==> config.mk <==
export PLATFORM = sky130hd
export DESIGN_NAME = sample_ascii_framer_flat
export DESIGN_NICKNAME = d
export VERILOG_FILES = /design/src/rtl/sample_ascii_framer_if.sv /design/src/rtl/sample_ascii_framer.sv /design/src/flat_wrapper.sv
export SDC_FILE = /design/constraint.sdc
export NUM_CORES = 1
export LEC_CHECK = 0
export CAP_MARGIN = 40
export CORE_ASPECT_RATIO = 1.4
export CORE_MARGIN = 2
export CORE_UTILIZATION = 50
export CTS_BUF_LIST = sky130_fd_sc_hd__clkbuf_2
export CTS_CLUSTER_SIZE = 12
export DETAILED_ROUTE_END_ITERATION = 8
export PLACE_DENSITY = 0.86
export SLEW_MARGIN = 20
export SYNTH_ARGS = -nofsm -noshare
export SYNTH_HDL_FRONTEND = slang
export SYNTH_SLANG_ARGS = --single-unit
==> constraint.sdc <==
create_clock -name clk_i -period 1.77 [get_ports clk_i]
set_input_delay 0.354 -clock clk_i [delete_from_list [all_inputs] [get_ports clk_i]]
set_output_delay 0.354 -clock clk_i [all_outputs]
set_load 0.05 [all_outputs]
==> src/rtl/sample_ascii_framer_if.sv <==
// Handshake bundle for sample_ascii_framer: sample input, ASCII character stream,
// packed BCD result and status. The slave modport is the framer's view.
interface sample_ascii_framer_if #(
  parameter int unsigned DATA_W = 8,
  parameter int unsigned DIGITS = 3
);
  logic [DATA_W-1:0]   sample_i;
  logic                sample_valid_i;
  logic                sample_ready_o;
  logic [7:0]          char_o;
  logic                char_valid_o;
  logic                char_ready_i;
  logic [4*DIGITS-1:0] bcd_o;
  logic                bcd_valid_o;
  logic                ovf_o;
  logic                busy_o;

  modport slave (
    input  sample_i, sample_valid_i, char_ready_i,
    output sample_ready_o, char_o, char_valid_o, bcd_o, bcd_valid_o, ovf_o, busy_o
  );

  modport master (
    output sample_i, sample_valid_i, char_ready_i,
    input  sample_ready_o, char_o, char_valid_o, bcd_o, bcd_valid_o, ovf_o, busy_o
  );
endinterface

==> src/rtl/sample_ascii_framer.sv <==
// Sample -> double-dabble BCD -> ASCII digit stream plus line terminator.
// Define SAMPLE_ASCII_FRAMER_CRLF_EN for a CR+LF terminator (default: LF only).
module sample_ascii_framer #(
  parameter int unsigned DATA_W         = 8,
  parameter int unsigned DIGITS         = 3,
  parameter int unsigned SUPPRESS_ZEROS = 0
) (
  input  logic                 clk_i,
  input  logic                 rst_i,
  sample_ascii_framer_if.slave bus
);

  localparam int unsigned BCD_W   = 4 * DIGITS;
  localparam int unsigned CNT_W   = $clog2(DATA_W + 1);
  localparam int unsigned IDX_W   = $clog2(DIGITS + 1);
  localparam int unsigned MAX_VAL = 10 ** DIGITS - 1;
  localparam logic [BCD_W-1:0] ALL_NINES = {DIGITS{4'h9}};

  typedef enum logic [1:0] {S_IDLE, S_CONV, S_EMIT, S_TERM} state_t;

  state_t            state, state_nxt;
  logic [DATA_W-1:0] shreg;
  logic [BCD_W-1:0]  work;
  logic [CNT_W-1:0]  cnt;
  logic [IDX_W-1:0]  dig_idx;
  logic [BCD_W-1:0]  bcd_q;
  logic              bcd_valid_q;
  logic              ovf_q;
  logic [3:0]        nib;
  logic [7:0]        char_c;
  logic              conv_done;
  logic              term_last;
  logic [BCD_W-1:0]  bcd_final;
`ifdef SAMPLE_ASCII_FRAMER_CRLF_EN
  logic              term_idx;
`endif

  // One double-dabble step: correct every nibble >= 5, then shift in the next bit.
  function automatic logic [BCD_W-1:0] dabble(input logic [BCD_W-1:0] b, input logic bit_in);
    logic [BCD_W-1:0] t;
    t = b;
    for (int unsigned i = 0; i < DIGITS; i++) begin
      if (t[4*i +: 4] >= 4'd5) t[4*i +: 4] = t[4*i +: 4] + 4'd3;
    end
    return {t[BCD_W-2:0], bit_in};
  endfunction

  function automatic logic [IDX_W-1:0] first_digit(input logic [BCD_W-1:0] b);
    logic [IDX_W-1:0] idx;
    idx = IDX_W'(DIGITS - 1);
    if (SUPPRESS_ZEROS != 0) begin
      idx = '0;
      for (int unsigned i = 0; i < DIGITS; i++) begin
        if (b[4*i +: 4] != 4'd0) idx = IDX_W'(i);
      end
    end
    return idx;
  endfunction

  assign conv_done = (cnt == CNT_W'(DATA_W));
  assign bcd_final = ovf_q ? ALL_NINES : work;
`ifdef SAMPLE_ASCII_FRAMER_CRLF_EN
  assign term_last = term_idx;
`else
  assign term_last = 1'b1;
`endif

  always_ff @(posedge clk_i or posedge rst_i) begin
    if (rst_i) state <= S_IDLE;
    else       state <= state_nxt;
  end

  always_comb begin
    state_nxt = state;
    case (state)
      S_IDLE: if (bus.sample_valid_i) state_nxt = S_CONV;
      S_CONV: if (conv_done) state_nxt = S_EMIT;
      S_EMIT: if (bus.char_ready_i && dig_idx == '0) state_nxt = S_TERM;
      S_TERM: if (bus.char_ready_i && term_last) state_nxt = S_IDLE;
      default: state_nxt = S_IDLE;
    endcase
  end

  // CONV spends one extra cycle after the last shift to publish bcd_o, which puts
  // the result and the first character DATA_W+1 clocks after the accept edge.
  always_ff @(posedge clk_i or posedge rst_i) begin
    if (rst_i) begin
      shreg       <= '0;
      work        <= '0;
      cnt         <= '0;
      dig_idx     <= '0;
      bcd_q       <= '0;
      bcd_valid_q <= 1'b0;
      ovf_q       <= 1'b0;
`ifdef SAMPLE_ASCII_FRAMER_CRLF_EN
      term_idx    <= 1'b0;
`endif
    end else begin
      bcd_valid_q <= 1'b0;
      case (state)
        S_IDLE: begin
          if (bus.sample_valid_i) begin
            shreg <= bus.sample_i;
            work  <= '0;
            cnt   <= '0;
            ovf_q <= (32'(bus.sample_i) > MAX_VAL);
          end
        end
        S_CONV: begin
          if (!conv_done) begin
            work  <= dabble(work, shreg[DATA_W-1]);
            shreg <= shreg << 1;
            cnt   <= cnt + CNT_W'(1);
          end else begin
            bcd_q       <= bcd_final;
            bcd_valid_q <= 1'b1;
            dig_idx     <= first_digit(bcd_final);
          end
        end
        S_EMIT: begin
          if (bus.char_ready_i && dig_idx != '0) dig_idx <= dig_idx - IDX_W'(1);
`ifdef SAMPLE_ASCII_FRAMER_CRLF_EN
          term_idx <= 1'b0;
`endif
        end
        S_TERM: begin
`ifdef SAMPLE_ASCII_FRAMER_CRLF_EN
          if (bus.char_ready_i) term_idx <= 1'b1;
`endif
        end
        default: ;
      endcase
    end
  end

  always_comb begin
    nib = '0;
    for (int unsigned i = 0; i < DIGITS; i++) begin
      if (dig_idx == IDX_W'(i)) nib = bcd_q[4*i +: 4];
    end
  end

  always_comb begin
    char_c = 8'h00;
    case (state)
      S_EMIT: char_c = {4'h3, nib};
`ifdef SAMPLE_ASCII_FRAMER_CRLF_EN
      S_TERM: char_c = term_idx ? 8'h0A : 8'h0D;
`else
      S_TERM: char_c = 8'h0A;
`endif
      default: char_c = 8'h00;
    endcase
  end

  assign bus.sample_ready_o = (state == S_IDLE);
  assign bus.busy_o         = (state != S_IDLE);
  assign bus.char_valid_o   = (state == S_EMIT) || (state == S_TERM);
  assign bus.char_o         = char_c;
  assign bus.bcd_o          = bcd_q;
  assign bus.bcd_valid_o    = bcd_valid_q;
  assign bus.ovf_o          = ovf_q;

endmodule

==> src/flat_wrapper.sv <==
// flat-port wrapper written by rule: the top's interface ports become plain ports
module sample_ascii_framer_flat 
#(
  parameter int unsigned DATA_W         = 8,
  parameter int unsigned DIGITS         = 3,
  parameter int unsigned SUPPRESS_ZEROS = 0
)
  (clk_i, rst_i, bus_sample_i, bus_sample_valid_i, bus_char_ready_i, bus_sample_ready_o, bus_char_o, bus_char_valid_o, bus_bcd_o, bus_bcd_valid_o, bus_ovf_o, bus_busy_o);
  sample_ascii_framer_if #(.DATA_W(DATA_W), .DIGITS(DIGITS)) bus_i ();
  input  logic clk_i;
  input  logic rst_i;
  input wire logic [$bits(bus_i.sample_i)-1:0] bus_sample_i;
  input wire logic [$bits(bus_i.sample_valid_i)-1:0] bus_sample_valid_i;
  input wire logic [$bits(bus_i.char_ready_i)-1:0] bus_char_ready_i;
  output wire logic [$bits(bus_i.sample_ready_o)-1:0] bus_sample_ready_o;
  output wire logic [$bits(bus_i.char_o)-1:0] bus_char_o;
  output wire logic [$bits(bus_i.char_valid_o)-1:0] bus_char_valid_o;
  output wire logic [$bits(bus_i.bcd_o)-1:0] bus_bcd_o;
  output wire logic [$bits(bus_i.bcd_valid_o)-1:0] bus_bcd_valid_o;
  output wire logic [$bits(bus_i.ovf_o)-1:0] bus_ovf_o;
  output wire logic [$bits(bus_i.busy_o)-1:0] bus_busy_o;
  assign bus_i.sample_i = bus_sample_i;
  assign bus_i.sample_valid_i = bus_sample_valid_i;
  assign bus_i.char_ready_i = bus_char_ready_i;
  assign bus_sample_ready_o = bus_i.sample_ready_o;
  assign bus_char_o = bus_i.char_o;
  assign bus_char_valid_o = bus_i.char_valid_o;
  assign bus_bcd_o = bus_i.bcd_o;
  assign bus_bcd_valid_o = bus_i.bcd_valid_o;
  assign bus_ovf_o = bus_i.ovf_o;
  assign bus_busy_o = bus_i.busy_o;
  sample_ascii_framer #(.DATA_W(DATA_W), .DIGITS(DIGITS), .SUPPRESS_ZEROS(SUPPRESS_ZEROS)) u_core (.clk_i(clk_i), .rst_i(rst_i), .bus(bus_i));
endmodule
=== Word level (Yosys, flattened, before mapping) ===
Index checks and enable logic that the tools add are counted.
W data, S select, Z words.

* Flip-flop bits (word level): 41
* Input port bits: 12
* Output and inout port bits: 25

* Equality and inequality tests: 12
* Reductions and logical operators: 13
* Order comparisons: 3
* $add $sub $neg: 5
* Mux-type cells: 25

{| class="wikitable"
|+ Operators by type and width
! cell !! number
|-
| $mux W4 || 7
|-
| $mux W12 || 2
|-
| $pmux W12 S2 || 1
|-
| $mux W8 || 2
|-
| $pmux W8 S2 || 1
|-
| $ge A4 B3 Y1 const B || 3
|-
| $pmux W6 S2 || 1
|-
| $mux W2 || 5
|-
| $add A4 B2 Y4 const B || 2
|-
| $pmux W2 S4 || 1
|-
| $pmux W4 S2 || 1
|-
| $reduce_bool A2 Y1 || 4
|-
| $eq A2 B2 Y1 const B || 3
|-
| $ne A2 B1 Y1 const B || 3
|-
| $ne A2 B2 Y1 const B || 3
|-
| $reduce_and A3 Y1 || 2
|-
| $add A4 B1 Y4 const B || 1
|-
| $eq A2 B1 Y1 const B || 2
|-
| $eq A4 B4 Y1 const B || 1
|-
| $logic_not A2 Y1 || 2
|-
| $pmux W2 S2 || 1
|-
| $reduce_and A4 Y1 || 1
|-
| $add A3 B2 Y3 const B || 1
|-
| $mux W3 || 1
|-
| other kinds (5) || 7
|}

=== Depth between registers and ports, before layout ===
* Depth after elaboration: 5
* Depth in mapped cells: 8
* Mapped depth without buffers: 6

=== Worst setup path before layout ===
OpenSTA, ideal clock, no wires.

* Path type: flip-flop to output port
* From: reg u_core.state[0]
* To: out bus_char_o[0]
* Setup slack: -0.576 ns
* Cell stages (with the launch flop): 5
* Data arrival time: 1.992 ns
* Path through: dfrtp_1 > inv_1 > ha_1 > buf_2 > nor2b_1

* Word-level cells in the longest chain between the ends: 2
* Elaborated cells between the ends (all ways): 3

{| class="wikitable"
|+ Ends and longest elaborated chain
! what !! line !! source
|-
| from (decl) || sample_ascii_framer.sv:21 || <nowiki>state_t state, state_nxt;</nowiki>
|-
| from (signal assigned) || sample_ascii_framer.sv:70 || <nowiki>else state <= state_nxt;</nowiki>
|-
| $eq A2 B2 Y1 || sample_ascii_framer.sv:145 || <nowiki>case (state)</nowiki>
|-
| $pmux W6 S2 * || sample_ascii_framer.sv:145 ||
|-
| to (decl) || flat_wrapper.sv:16 || <nowiki>output wire logic [$bits(bus_i.char_o)-1:0] bus_char_o;</nowiki>
|}

Mark *: on every way between the ends. The rest lies on a longest branch, timed or not.

=== Final worst setup path ===
* From: reg u_core.dig_idx[0]
* To: out bus_char_o[2]

* Word-level cells in the longest chain between the ends: 5
* Elaborated cells between the ends (all ways): 7

{| class="wikitable"
|+ Ends and longest elaborated chain
! what !! line !! source
|-
| from (decl) || sample_ascii_framer.sv:25 || <nowiki>logic [IDX_W-1:0] dig_idx;</nowiki>
|-
| from (signal assigned) || sample_ascii_framer.sv:117 || <nowiki>dig_idx <= first_digit(bcd_final);</nowiki>
|-
| from (signal assigned) || sample_ascii_framer.sv:121 || <nowiki>if (bus.char_ready_i && dig_idx != '0) dig_idx <= dig_idx - IDX_W'(1);</nowiki>
|-
| $logic_not A2 Y1 || sample_ascii_framer.sv:139 || <nowiki>if (dig_idx == IDX_W'(i)) nib = bcd_q[4*i +: 4];</nowiki>
|-
| $mux W4 (2 in a row) || sample_ascii_framer.sv:139 ||
|-
| $mux W4 * || sample_ascii_framer.sv:139 ||
|-
| $pmux W6 S2 * || sample_ascii_framer.sv:145 ||
|}

Marks and branches as above.

==> results by group <==
Pwr
  – Power per Cell Area: 1840 mW/mm^2
  – Combinational Power Share: 66.6%
  – Leak: 0.00144 uW
  – Peak VDD IR: about 0.94 mV
  – Seq pwr share: roughly a quarter
  – P_sw: about 2600 uW
  – Clock share of power: 7.3%
  – Sw frac: approximately 46%
  – Internal Power: 3090 uW

Logic synthesis
  – Main synth FF type: dfrtp_1
  – EDFF count, synth: 0
  – Largest cells by area after synthesis: dfrtp_1 (46%), ha_1 (9.0%), nand2_1 (6.7%)
  – Seq/Total Area, Yosys: around 46%
  – Syn avg cell area: ~9.6 um^2
  – Post-Syn Instances: 232
  – Yosys cell types: 35
  – Asr flop ratio synth: between 90% and 100%
  – Synthesis Warnings: 0
  – Synth area leader: dfrtp_1
  – #FFs+latches synth: between 40 and 50
  – Mapped cell area: ~0.0022 mm^2
  – Share of the synthesized area in the top cell type: 46.0%

Final layout
  – Final net count: approximately 320
  – Layout area overhead: 38.4%
  – Fin cells: 351
  – N_diodes: 0
  – Commonest non-fill, non-tap cells in the layout: nand2_1 (40), dfrtp_1 (40), buf_4 (33)
  – Fraction of layout cells with a size suffix above 1: 30.6%

Clock network
  – H-Tree Depth: 2
  – Worst skew pair latency: roughly 0.41 ns
  – TritonCTS clock tree: done
  – Clk buf depth: 2
  – Number of CTS-inserted buffers: 5
  – CTS clk-pin slew, worst paths: 0.21 ns
  – Sink Count: 41
  – Hold-fix buffers, CTS: 0
  – Root Driver: clkbuf_2

Status
  – Violated checks: setup timing
  – Run status: finished with violations

GRT
  – Congestion Overflow GR: 0
  – Vias in the first global route: between 1.5k and 2k
  – First-pass GRT wire length: about 8600 um
  – Pin count of the biggest net entering global routing: 42
  – Antenna violations before repair: 0
  – Total GRT Usage: between 20% and 30%

Worst setup path
  – WP data arrival: around 1.8 ns
  – Worst endpoint required time: approximately 1.4 ns
  – Startpoint types: flip-flop
  – WS Path Type: flip-flop to primary output
  – Crit-path max FO: 8
  – Worst Setup End Kind: primary output

STA
  – Clock Skew: approximately 0.017 ns
  – Final period util: 121%
  – Tmin final: roughly 2.2 ns
  – Maximum clock rate: between 400 and 500 MHz
  – Max Slew Vio Count: 0
  – Final number of setup-violating endpoints: 8
  – Hold slack: around 0.25 ns
  – Worst Setup Slack, final: -0.380 ns
  – Final hold violations: 0
  – Unrepaired setup endpoints after global routing: yes

Detailed routing
  – Via Count: ~1.9k
  – Routed vias/inst: approximately 5.4
  – DRT iter0 DRCs: between 90 and 100
  – Drt pass-1 iters: 4
  – DRC Markers: 0
  – ANT nets after route: 0
  – Final WL: ~5300 um
  – WL per Instance: roughly 15 um

Hold path
  – Hold crit path type: input port to async pin

Floorplan
  – Ports: 37
  – DIE HEIGHT: around 83 um
  – Starting density of the core: between 50% and 60%
  – Core area: between 0.004 and 0.005 mm^2
  – Die area: about 0.005 mm^2
  – Placement Rows: 28
  – Die X: about 60 um

Placed design
  – Routability Congestion: 0.819
  – # port buffers: 33
  – Post-DP HPWL: 3530 um
  – Placed cell count: ~330

Run
  – # Max-Cap Violations: 0
-- layer usage --
layer | vias to the layer above | track usage [%] | part of all wire (%)
met5 | - | 0 | 0
met4 | 0 | 7.71 | 2.7
met1 | 929 | 27.2 | 41
li1 | 907 | - | -
met2 | 51 | 37.5 | 53
met3 | 15 | 4.67 | 3.3
-- cell families after synthesis --
family / Yosys count / synth area share (%)
AND/OR/NAND/NOR: 69 / 14.8
AO/OA/AOI/OAI: 59 / 16.5
flip-flops: 41 / 46.0
buffers and inverters: 29 / 6.11
adder cells (fa/ha/maj): 16 / 8.97
multiplexers: 12 / 5.49
XOR/XNOR: 5 / 1.96
other: 1 / 0.168
-- power by group through the flow --
stage / logic, uW / registers (uW) / clock network (uW)
6_report: 3790 / 1490 / 417
5_1_grt: 4050 / 1520 / 463
4_1_cts: 3500 / 1480 / 427
3_5_place_dp: 3260 / 1490 / 0
3_3_place_gp: 3170 / 1480 / 0
2_1_floorplan: 1800 / 1710 / 0
-- sequential cells by signal (all words and copies together) (netlist names) --
| name | count |
|---|---|
| u_core.cnt | 4 |
| u_core.bus.bcd_o | 12 |
| u_core.work | 12 |
| u_core.dig_idx | 2 |
| u_core.bus.bcd_valid_o | 1 |
| u_core.shreg | 8 |
| u_core.state | 2 |
-- final cells by class --
type / count / area (um^2)
clock buffers: 6 / 30.0
clock inverters: 2 / 15.0
fillers: 304 / 1180
inverters: 16 / 65.1
multi-input cells: 164 / 1230
flip-flops and latches: 41 / 1030
well taps: 60 / 75.1
repair buffers: 62 / 648
-- synthesized netlist by cell type, types with 2 or more instances --
| cell | n |
|---|---|
| o22ai_1 | 5 |
| inv_1 | 16 |
| mux2i_1 | 10 |
| dfrtp_1 | 41 |
| nor2_1 | 5 |
| mux2_2 | 2 |
| nand3_1 | 4 |
| xor2_1 | 2 |
| buf_2 | 7 |
| o21ai_0 | 24 |
| a32o_1 | 3 |
| o31ai_1 | 3 |
| a21oi_1 | 11 |
| nand2b_1 | 7 |
| nand3b_1 | 4 |
| nand2_1 | 40 |
| ha_1 | 16 |
| nor2b_1 | 4 |
| a22o_1 | 4 |
| a211oi_1 | 2 |
| buf_4 | 5 |
| xnor2_1 | 3 |
| a31o_2 | 2 |
-- path summary, 6_finish.rpt --
| path | startpoint | depth (start not counted) | slack, ns | endpoint |
|---|---|---|---|---|
| worst max-delay path | u_core.dig_idx[0] | 7 | -0.38 | bus_char_o[2] |
| worst min register to register | u_core.shreg[6] | 2 | 0.51 | u_core.shreg[6] |
| min in group clk_i | u_core.shreg[6] | 2 | 0.51 | u_core.shreg[6] |
| max in group asynchronous | rst_i | 3 | 1.29 | u_core.state[1] |
| worst min-delay path | rst_i | 3 | 0.25 | u_core.cnt[3] |
| worst max register to register | u_core.state[1] | 8 | -0.08 | u_core.cnt[3] |
-- stage by stage --
step	TNS [ns]	utilization [%]	total power (uW)	instance area [um^2]	setup slack, ns
2_1_floorplan	-0.0330	-	3520	2280	-0.0330
3_3_place_gp	-0.0103	66.2	4640	2830	-0.0103
3_5_place_dp	-0.147	66.2	4750	2830	-0.0612
4_1_cts	-1.59	70.0	5410	2990	-0.374
5_1_grt	-2.67	72.3	6040	3090	-0.477
6_report	-2.00	72.3	5700	3090	-0.380
-- critical path, cell delays in order (launching register included) --
cell and delay [ns]:
dfrtp_1 0.45, buf_6 0.13, ha_4 0.17, nand3b_1 0.17
a21oi_2 0.14, a21oi_2 0.06, nor2b_4 0.14, buf_12 0.14
-- repair_timing --
item / in CTS / in global routing
resized for setup: 21 / 21
pin swaps: 4 / 2
setup endpoints to repair: 11 / 42
buffers inserted: 6 / 3
(Power assumes the default switching activity.)
